==> src/rtl/adder_operand_loader.sv <==
// Byte-serial operand loader for the 32-bit adder: assembles operand a then operand b
// (LSB first) and presents the pair under a valid/ready handshake.
module adder_operand_loader #(
  parameter int unsigned OP_W   = 32,
  parameter int unsigned BYTE_W = 8,
  parameter int unsigned CNT_W  = 16
) (
  input  logic              clk,
  input  logic              rst_n,
  input  logic              in_valid,
  output logic              in_ready,
  input  logic [BYTE_W-1:0] in_data,
  input  logic              in_last,
  output logic [OP_W-1:0]   op_a,
  output logic [OP_W-1:0]   op_b,
  output logic              op_valid,
  input  logic              op_ready,
  output logic              frame_err,
  output logic [CNT_W-1:0]  pair_cnt
);

  localparam int unsigned NumBytes = OP_W / BYTE_W;
  localparam int unsigned IdxW     = (NumBytes > 1) ? $clog2(NumBytes) : 1;
  localparam logic [IdxW-1:0] LastIdx = IdxW'(NumBytes - 1);

  typedef enum logic [1:0] {
    StLoadA,
    StLoadB,
    StPresent
  } state_e;

  state_e            state_q;
  logic [IdxW-1:0]   byte_cnt_q;
  logic [OP_W-1:0]   op_a_q;
  logic [OP_W-1:0]   op_b_q;
  logic              op_valid_q;
  logic              in_ready_q;
  logic              frame_err_q;
  logic [CNT_W-1:0]  pair_cnt_q;

  logic accept;
  logic last_byte;

  assign accept    = in_valid && in_ready_q;
  assign last_byte = (byte_cnt_q == LastIdx);

  always_ff @(posedge clk) begin
    if (!rst_n) begin
      state_q     <= StLoadA;
      byte_cnt_q  <= '0;
      op_a_q      <= '0;
      op_b_q      <= '0;
      op_valid_q  <= 1'b0;
      in_ready_q  <= 1'b0;
      frame_err_q <= 1'b0;
      pair_cnt_q  <= '0;
    end else begin
      frame_err_q <= 1'b0;
      unique case (state_q)
        StLoadA: begin
          // Ready rises on the first cycle after reset release.
          in_ready_q <= 1'b1;
          if (accept) begin
            for (int k = 0; k < int'(NumBytes); k++) begin
              if (byte_cnt_q == IdxW'(k)) op_a_q[k*BYTE_W +: BYTE_W] <= in_data;
            end
            if (in_last) begin
              frame_err_q <= 1'b1;
              byte_cnt_q  <= '0;
            end else if (last_byte) begin
              state_q    <= StLoadB;
              byte_cnt_q <= '0;
            end else begin
              byte_cnt_q <= byte_cnt_q + 1'b1;
            end
          end
        end
        StLoadB: begin
          if (accept) begin
            for (int k = 0; k < int'(NumBytes); k++) begin
              if (byte_cnt_q == IdxW'(k)) op_b_q[k*BYTE_W +: BYTE_W] <= in_data;
            end
            if (last_byte && in_last) begin
              state_q    <= StPresent;
              byte_cnt_q <= '0;
              op_valid_q <= 1'b1;
              in_ready_q <= 1'b0;
            end else if (last_byte || in_last) begin
              // Short or long frame: drop it and resynchronise on the next frame.
              state_q     <= StLoadA;
              byte_cnt_q  <= '0;
              frame_err_q <= 1'b1;
            end else begin
              byte_cnt_q <= byte_cnt_q + 1'b1;
            end
          end
        end
        StPresent: begin
          if (op_valid_q && op_ready) begin
            op_valid_q <= 1'b0;
            in_ready_q <= 1'b1;
            pair_cnt_q <= pair_cnt_q + 1'b1;
            state_q    <= StLoadA;
          end
        end
        default: begin
          state_q    <= StLoadA;
          byte_cnt_q <= '0;
          op_valid_q <= 1'b0;
          in_ready_q <= 1'b0;
        end
      endcase
    end
  end

  assign in_ready  = in_ready_q;
  assign op_a      = op_a_q;
  assign op_b      = op_b_q;
  assign op_valid  = op_valid_q;
  assign frame_err = frame_err_q;
  assign pair_cnt  = pair_cnt_q;

endmodule

==> config.mk <==
export PLATFORM = sky130hd
export DESIGN_NAME = adder_operand_loader
export DESIGN_NICKNAME = d
export VERILOG_FILES = /design/src/rtl/adder_operand_loader.sv
export SDC_FILE = /design/constraint.sdc
export NUM_CORES = 1
export LEC_CHECK = 0
export BUFFER_PORTS_ARGS = -buffer_cell sky130_fd_sc_hd__buf_2
export CAP_MARGIN = 20
export CORE_UTILIZATION = 54
export CTS_BUF_LIST = sky130_fd_sc_hd__clkbuf_2
export CTS_CLUSTER_SIZE = 40
export DETAILED_ROUTE_END_ITERATION = 8
export PLACE_DENSITY_LB_ADDON = 0.3
export SLEW_MARGIN = 15
export SYNTH_ARGS = -nofsm -noshare
export SYNTH_HDL_FRONTEND = slang
export SYNTH_SLANG_ARGS = --single-unit
export TNS_END_PERCENT = 100
==> constraint.sdc <==
create_clock -name clk -period 1.9 [get_ports clk]
set_input_delay 0.38 -clock clk [delete_from_list [all_inputs] [get_ports clk]]
set_output_delay 0.38 -clock clk [all_outputs]
set_load 0.01 [all_outputs]
# After elaboration in Yosys (flattened, before gate mapping)
# Cells that the tools add are included.
# word_totals
register_bits	87
word_cells	78
in_bits	13
# op_classes
eq_ne	12
n_bitwise	2
addsub	2
reduce_logical	19
muxes	29
# op_table
cell	n
3-bit AND reduction	10
2-bit two-way mux	13
16-bit by 1-bit adder with 16-bit output (second input constant)	1
2-bit inequality test (second input constant)	6
2-bit one-hot mux with 3 select lines	2
1-bit two-way mux	11
2-bit == test (second input constant)	3
1-bit one-hot mux with 3 select lines	2
6-bit AND reduction	1
2-bit by 1-bit == test with 1-bit output (second input constant)	2
2-bit logical NOT	2
4-bit AND reduction	1
1-bit logical AND	3
3-bit inequality test (second input constant)	1
2-bit by 1-bit adder with 2-bit output (second input constant)	1
1-bit inverter	2
1-bit one-hot mux with 2 select lines	1
2-bit AND reduction	1
1-bit logical OR	1

# Logic depth before layout (Yosys ltp)
# Gate-level depths: netlist of the first run.
# logic_depth
word_depth	6
depth_mapped	6

# Worst setup path after synthesis of the first run
# No wires, ideal clock.
# synth_timing
path_type	reg-to-reg
start	register pair_cnt_q[0] (netlist: pair_cnt[0])
end	register pair_cnt_q[12] (netlist: pair_cnt[12])
t_arrival_ns	1.439
period_less_slack_ns	1.509
stages_incl_launch_ff	6
slack_ns	0.391
required_ns	1.830
cell_sequence	dfxtp_1 ha_1 nand2_1 or3_1 or3_1 a21boi_1
# synth_between
elab_chain_cells	1
# synth_lines
item	line	source
from (decl)	39	logic [CNT_W-1:0] pair_cnt_q;
from (signal assigned)	102	pair_cnt_q <= pair_cnt_q + 1'b1;
16-bit by 1-bit adder with 16-bit output	102	
# Every way passes these cells.
# A chain may end at the register's enable or synchronous reset.

# Final worst setup path of the first run
# layout_timing
start	register state_q[1]
end	register pair_cnt_q[12] (netlist: pair_cnt[12])
# layout_between
elab_chain_cells	2
# layout_lines
item	line	source
from (decl)	32	state_e state_q;
from (signal assigned)	49	state_q <= StLoadA;
from (signal assigned)	71	state_q <= StLoadB;
from (signal assigned)	84	state_q <= StPresent;
2-bit == test	59	unique case (state_q)
2-bit AND reduction (no line)	-	
# Every way passes these cells.

==> results.md, run 1 <==
- Synth Area per Inst: 9.39 sq um
- Layout cell share with drive strength beyond 1: 0.262
- Yosys reg bits: 87
- Final std cells w/o fill: 558
- Final hold slack: 0.156 ns
- Hold Buf Count CTS: 0
- PwrDens: 693 nW/um^2
- Total CTS buffers: 9
- Worst path cell trace: nand4b_4 > or3_1 > or3_1 > a21boi_1
- Io pins: 96
- Dpl ws: 0.198 ns
- CTS root buf: clkbuf_2
- Crit Path Max Fanout: 10
- Largest net degree at the start of global routing: 56
- Area delta synth->final: 17.9%
- Post-synthesis cell type count: 38
- CORE AREA: 6460 sq um
- CP Class: flip-flop to flip-flop
- DR vias: 2972
- Critical Path End Type: flip-flop
- Clock slew at reported path FFs: 0.26 ns
- Slew margin rel.: 0.686
- CTS sink count: 87
- Total track usage: 0.231
- Die ar.: 7160 sq um
- Post-CTS Setup Bufs: 0
- Diodes inserted: 0
- DRT antenna net count: 0
- Layout Skew: 0.0325 ns
- CTS tree: yes
- Slowest stage delay, CP: 0.62 ns
- Die H: 84.6 um
- Slowest CP cell: dfxtp_1
- Initial antenna violation count: 0
- Slew @ Worst Pin: 0.467 ns
- CP most frequent cell: or3_1
- GPL Wtd Cong: 0.818
- HPWL Detailed: 5.71 mm
- Initial drt markers: 156
- FILL cells: 524
- IO buf count: 95
- Initial Util: 0.571
- Synthesis Warnings: 0
- Die X: 84.6 um
- TritonRoute pass-1 iters: 6
- Setup crit start kind: flip-flop
- Placed cells: 542
- Max Clk Rate: 0.583 GHz
- Static Leak: 0.00217 uW
- Setup Total Neg Slack: 0 ns
- Max-slew violations: 0
- Setup violators final: 0
- Routed WL: 8.09 mm
- Nets: 495
- First-pass GRT wire length: 13.0 mm
- Vias in the first global route: 2695
- Hold Vio Cnt, Final: 0
- Setup ws final: 0.184 ns
- Min cycle time layout: 1.72 ns
- Via/cell ratio: 5.33
- Cts repair resizes: 0
- Seq/Total Area, Yosys: 0.472
- Clock Latency Late Sink: 0.54 ns
- Row count: 29
- Worst EP required: 2.38 ns
- Syn nets: 412
- Gr ovfl total: 0
- RSZ-0062 raised after global routing: no
- Longest Clk Path Bufs: 2
- Cells after Synth: 393
- Post-synthesis cell area: 3690 sq um
- Worst Hold Class: input pin to flip-flop
- DR WL/cell: 14.5 um
- Status: finished, final reports clean
- Max IR drop VDD: 482 uV
- Max_cap viols: 0
- H-tree Lvls: 3
- DR DRC count: 0
- Critical path arrival: 2.19 ns
- Tcrit/Tclk final: 0.903
-- layout make-up --
type / instances / area [sq um] / area share
tap: 77 / 96.3 / 0.0221
sequential: 87 / 1740 / 0.400
timing repair buffer: 103 / 561 / 0.129
clock buffer: 9 / 45.0 / 0.0104
inverter: 6 / 22.5 / 0.00518
multi-input combinational: 269 / 1810 / 0.415
clock inverter: 7 / 77.6 / 0.0178
-- metrics by stage --
step                utilization  power [uW]  area [sq um]
floorplan                     -        1990          3690
global placement          0.655        2060          4230
detailed placement        0.655        2060          4230
CTS                       0.674        3030          4350
global route              0.674        3140          4350
finish                    0.674        3020          4350
-- placed cells by master, fill, tap and decap left out, types with 4 or more instances in the layout --
cell type / instances
mux2i_1: 37
clkbuf_2: 9
nand3_2: 4
nor2b_1: 34
nand2b_1: 5
a21boi_0: 34
o21ai_0: 4
and2_1: 12
xor2_1: 7
inv_6: 4
buf_4: 6
inv_1: 6
nand3_1: 39
nand2_1: 48
nor3_1: 5
buf_2: 95
dfxtp_1: 87
nor2_1: 8
ha_1: 6
-- where the power goes --
part / internal (uW) / switching (uW)
clock: 322 / 670
sequential: 1840 / 8.74
combinational: 67.6 / 104
-- state kept, by name, summed over array words and instances, names as in the netlist --
signal and flops:
op_valid 1, op_a 32, op_b 32, state_q 2, frame_err 1, in_ready 1
pair_cnt 16, byte_cnt_q 2
-- worst max-delay path, delay by kind of cell (launching register included) --
kind | cells | cell delay [ns]
flops | 1 | 0.62
simple gates | 3 | 0.90
compound gates | 1 | 0.16
-- synthesized netlist by cell type --
cell type   n  area, sq um
nand4_1     1         6.26
and3b_1     1         8.76
xnor2_1     2         17.5
o211a_1     1         10.0
buf_2       7         35.0
o32ai_1     1         8.76
inv_1       6         22.5
ha_1        6         75.1
a21boi_0   34          255
nor4_1      3         18.8
nand3_1    39          195
buf_6       1         11.3
nand2b_1    5         31.3
nand4b_4    1         23.8
nand3b_1    1         7.51
a32o_1      1         10.0
dfxtp_1    87         1740
and2_1     12         75.1
and4_1      2         17.5
a21oi_1     1         5.00
nand3_2     4         40.0
nand4_2     1         12.5
buf_1       1         3.75
nor3_1      5         25.0
nand2_1    48          180
o2111a_1    1         11.3
a21boi_1    1         7.51
mux2i_1    37          370
nor2b_1    34          213
o21ai_0     4         20.0
xor2_1      7         61.3
and3_1      2         12.5
nor2_1      8         30.0
or3_1       3         18.8
o21a_1      1         7.51
nor4bb_1    1         10.0
clkbuf_1   22         82.6
a31oi_1     1         6.26
-- cells by family after synthesis --
kind of cell / count (synthesis) / synth area share
AO/OA/AOI/OAI: 46 / 0.0926
XOR/XNOR: 9 / 0.0214
adder cells (fa/ha/maj): 6 / 0.0204
flip-flops: 87 / 0.472
AND/OR/NAND/NOR: 171 / 0.251
multiplexers: 37 / 0.100
buffers and inverters: 37 / 0.0421
-- worst paths after layout --
check / endpoint / cells past startpoint / start / slack [ns]
setup / recovery: pair_cnt[12] / 4 / state_q[1] / 0.18
hold reg to reg: op_a[7] / 2 / op_a[7] / 0.48
setup reg to reg: pair_cnt[12] / 4 / state_q[1] / 0.18
hold / removal: op_a[16] / 3 / in_data[0] / 0.16
-- per-layer routing --
| metal | GRT usage | vias to the layer above | share of wire |
|---|---|---|---|
| met5 | 0 | - | 0 |
| met4 | 0.0832 | 0 | 0.014 |
| met3 | 0.0531 | 11 | 0.060 |
| met2 | 0.388 | 84 | 0.49 |
| met1 | 0.291 | 1388 | 0.44 |
| li1 | - | 1489 | - |
Note: power is estimated with default switching activity, not from simulation.
==> run 2: changes to the inputs <==
--- a/config.mk
+++ b/config.mk
@@ -11,7 +11,7 @@
 export CTS_BUF_LIST = sky130_fd_sc_hd__clkbuf_2
 export CTS_CLUSTER_SIZE = 40
 export DETAILED_ROUTE_END_ITERATION = 8
-export PLACE_DENSITY_LB_ADDON = 0.3
+export PLACE_DENSITY = 0.81
 export SLEW_MARGIN = 15
 export SYNTH_ARGS = -nofsm -noshare
 export SYNTH_HDL_FRONTEND = slang
==> run 2 against run 1 <==
The run now ends with design-rule violations left. First-iteration DRC count grew 7.1%. Worst setup slack improved by 0.023 ns. Critical path depth unchanged. Highest routed layer unchanged.
==> results.md, run 2 (same netlist as run 1, synthesis figures left out) <==
- Final std cells w/o fill: 555 (-0.54%)
- Layout Skew: 0.0271 ns (-0.00539 ns)
- Io pins: 96 (unchanged)
- Critical path arrival: 2.15 ns (-0.04 ns)
- Design area: 4350 sq um (about the same)
- Most common cell after layout, fill and taps aside: buf_2
- RSZ-0062 raised after global routing: no
- WHS Path Cells: 3 (unchanged)
- Initial drt markers: 167 (+7.1%)
- Most frequent cells in the layout: buf_2, dfxtp_1, nand2_1
- Max-slew violations: 0 (unchanged)
- Routed WL: 8.02 mm (-0.87%)
- Slowest CP cell: dfxtp_1
- Setup Total Neg Slack: 0 ns (unchanged)
- Tcrit/Tclk final: 0.891 (-0.0121)
- Initial Util: 0.571 (unchanged)
- Static Leak: 0.00216 uW (-0.19%)
- Min cycle time layout: 1.69 ns (-0.0230 ns)
- Area delta synth->final: 18.0% (about the same)
- Worst Hold Class: input pin to flip-flop
- DR DRC count: 5 (+5)
- Setup crit start kind: flip-flop
- DR WL/cell: 14.5 um (-0.33%)
- Worst EP required: 2.36 ns (-0.02 ns)
- Post-CTS Setup Bufs: 0 (unchanged)
- Final hold slack: 0.154 ns (-0.00217 ns)
- Via/cell ratio: 5.39 (+1.1%)
- Gr ovfl total: 0 (unchanged)
- Total track usage: 0.231 (+0.000306)
- Initial antenna violation count: 0 (unchanged)
- Die H: 84.6 um (unchanged)
- HPWL Detailed: 5.41 mm (-5.3%)
- IO buf count: 95 (unchanged)
- Cts repair resizes: 0 (unchanged)
- First-pass GRT wire length: 13.1 mm (+1.0%)
- Worst path cell trace: nand4b_4 > nor3_1 > and3_1 > mux2i_1
- Longest Clk Path Bufs: 2 (unchanged)
- Status: finished, violations left
- CTS sink count: 87 (unchanged)
- Max Clk Rate: 0.591 GHz (+1.4%)
- Clock Latency Late Sink: 0.54 ns (about the same)
- Clock slew at reported path FFs: 0.25 ns (about the same)
- H-tree Lvls: 3 (unchanged)
- Nets: 493 (-0.40%)
- Slew @ Worst Pin: 0.487 ns (+0.0202 ns)
- Hold Buf Count CTS: 0 (unchanged)
- CTS tree: yes
- Failing checks: design-rule violations
- Max IR drop VDD: 574 uV (+19%)
- Slew margin rel.: 0.673 (-0.0135)
- Total CTS buffers: 9 (unchanged)
- Row count: 29 (unchanged)
- DR vias: 2990 (+0.61%)
- CTS root buf: clkbuf_2
- Area post-placement: 4210 sq um (-0.36%)
- R2R depth: 4 (unchanged)
- Setup violators final: 0 (unchanged)
- GPL Wtd Cong: 0.814 (-0.50%)
- Placed cells: 540 (-0.37%)
- CORE AREA: 6460 sq um (unchanged)
- Final Util: 0.674 (about the same)
- PwrDens: 712 nW/um^2 (+2.7%)
- CP Class: flip-flop to flip-flop
- Die X: 84.6 um (unchanged)
- Slowest stage delay, CP: 0.61 ns (about the same)
- Crit Path Max Fanout: 10 (unchanged)
- Largest net degree at the start of global routing: 92 (+64%)
- Layout cell share with drive strength beyond 1: 0.257 (-0.00463)
- Vias in the first global route: 2743 (+1.8%)
- Hold Vio Cnt, Final: 0 (unchanged)
- TritonRoute pass-1 iters: 6 (unchanged)
- Critical Path End Type: flip-flop
- Max_cap viols: 0 (unchanged)
- DRT antenna net count: 0 (unchanged)
- Die ar.: 7160 sq um (unchanged)
- Diodes inserted: 0 (unchanged)
-- run 2: changes by cell type in the layout (fill, tap and decap cells not counted), sizes merged --
cell / previous run / this run
buf: 103 / 101
bufinv: 1 / 2
clkinv: 1 / 2
inv: 10 / 7
-- run 2: final cells by class --
type | instances | area (sq um)
clock buffers | 9 | 45.0
clock inverters | 6 | 93.8
fillers | 551 | 2110
inverters | 6 | 22.5
multi-input cells | 269 | 1810
flip-flops and latches | 87 | 1740
well taps | 77 | 96.3
repair buffers | 101 | 546
-- run 2: power breakdown --
group	switching [uW]	internal [uW]
Combinational	104	65.5
Sequential	8.99	1840
Clock	639	437
Total	752	2350
-- run 2: final timing paths --
path	startpoint	endpoint	slack, ns
hold reg to reg	op_a[7]	op_a[7]	0.48
setup reg to reg	state_q[1]	pair_cnt[15]	0.21
hold / removal	in_data[2]	op_a[26]	0.15
setup / recovery	state_q[1]	pair_cnt[15]	0.21
-- run 2: metal layers --
layer  part of all wire  wire, um  track usage
met5                  0         0            0
met4              0.014       115       0.0924
met3              0.064       511       0.0472
met2               0.47      3760        0.375
met1               0.45      3630        0.303
-- run 2: through the flow --
| stage | total power, uW | setup slack [ns] |
|---|---|---|
| 2_1_floorplan | 1990 | 0.391 |
| 3_3_place_gp | 2050 | 0.314 |
| 3_5_place_dp | 2050 | 0.269 |
| 4_1_cts | 3120 | 0.202 |
| 5_1_grt | 3220 | 0.0509 |
| 6_report | 3100 | 0.207 |
-- run 2: worst max-delay path: cells and delay by family, from the launching register on --
| family | cells | cell delay (ns) |
|---|---|---|
| and+or+nand+nor | 3 | 0.84 |
| muxes | 1 | 0.18 |
| DFF | 1 | 0.61 |
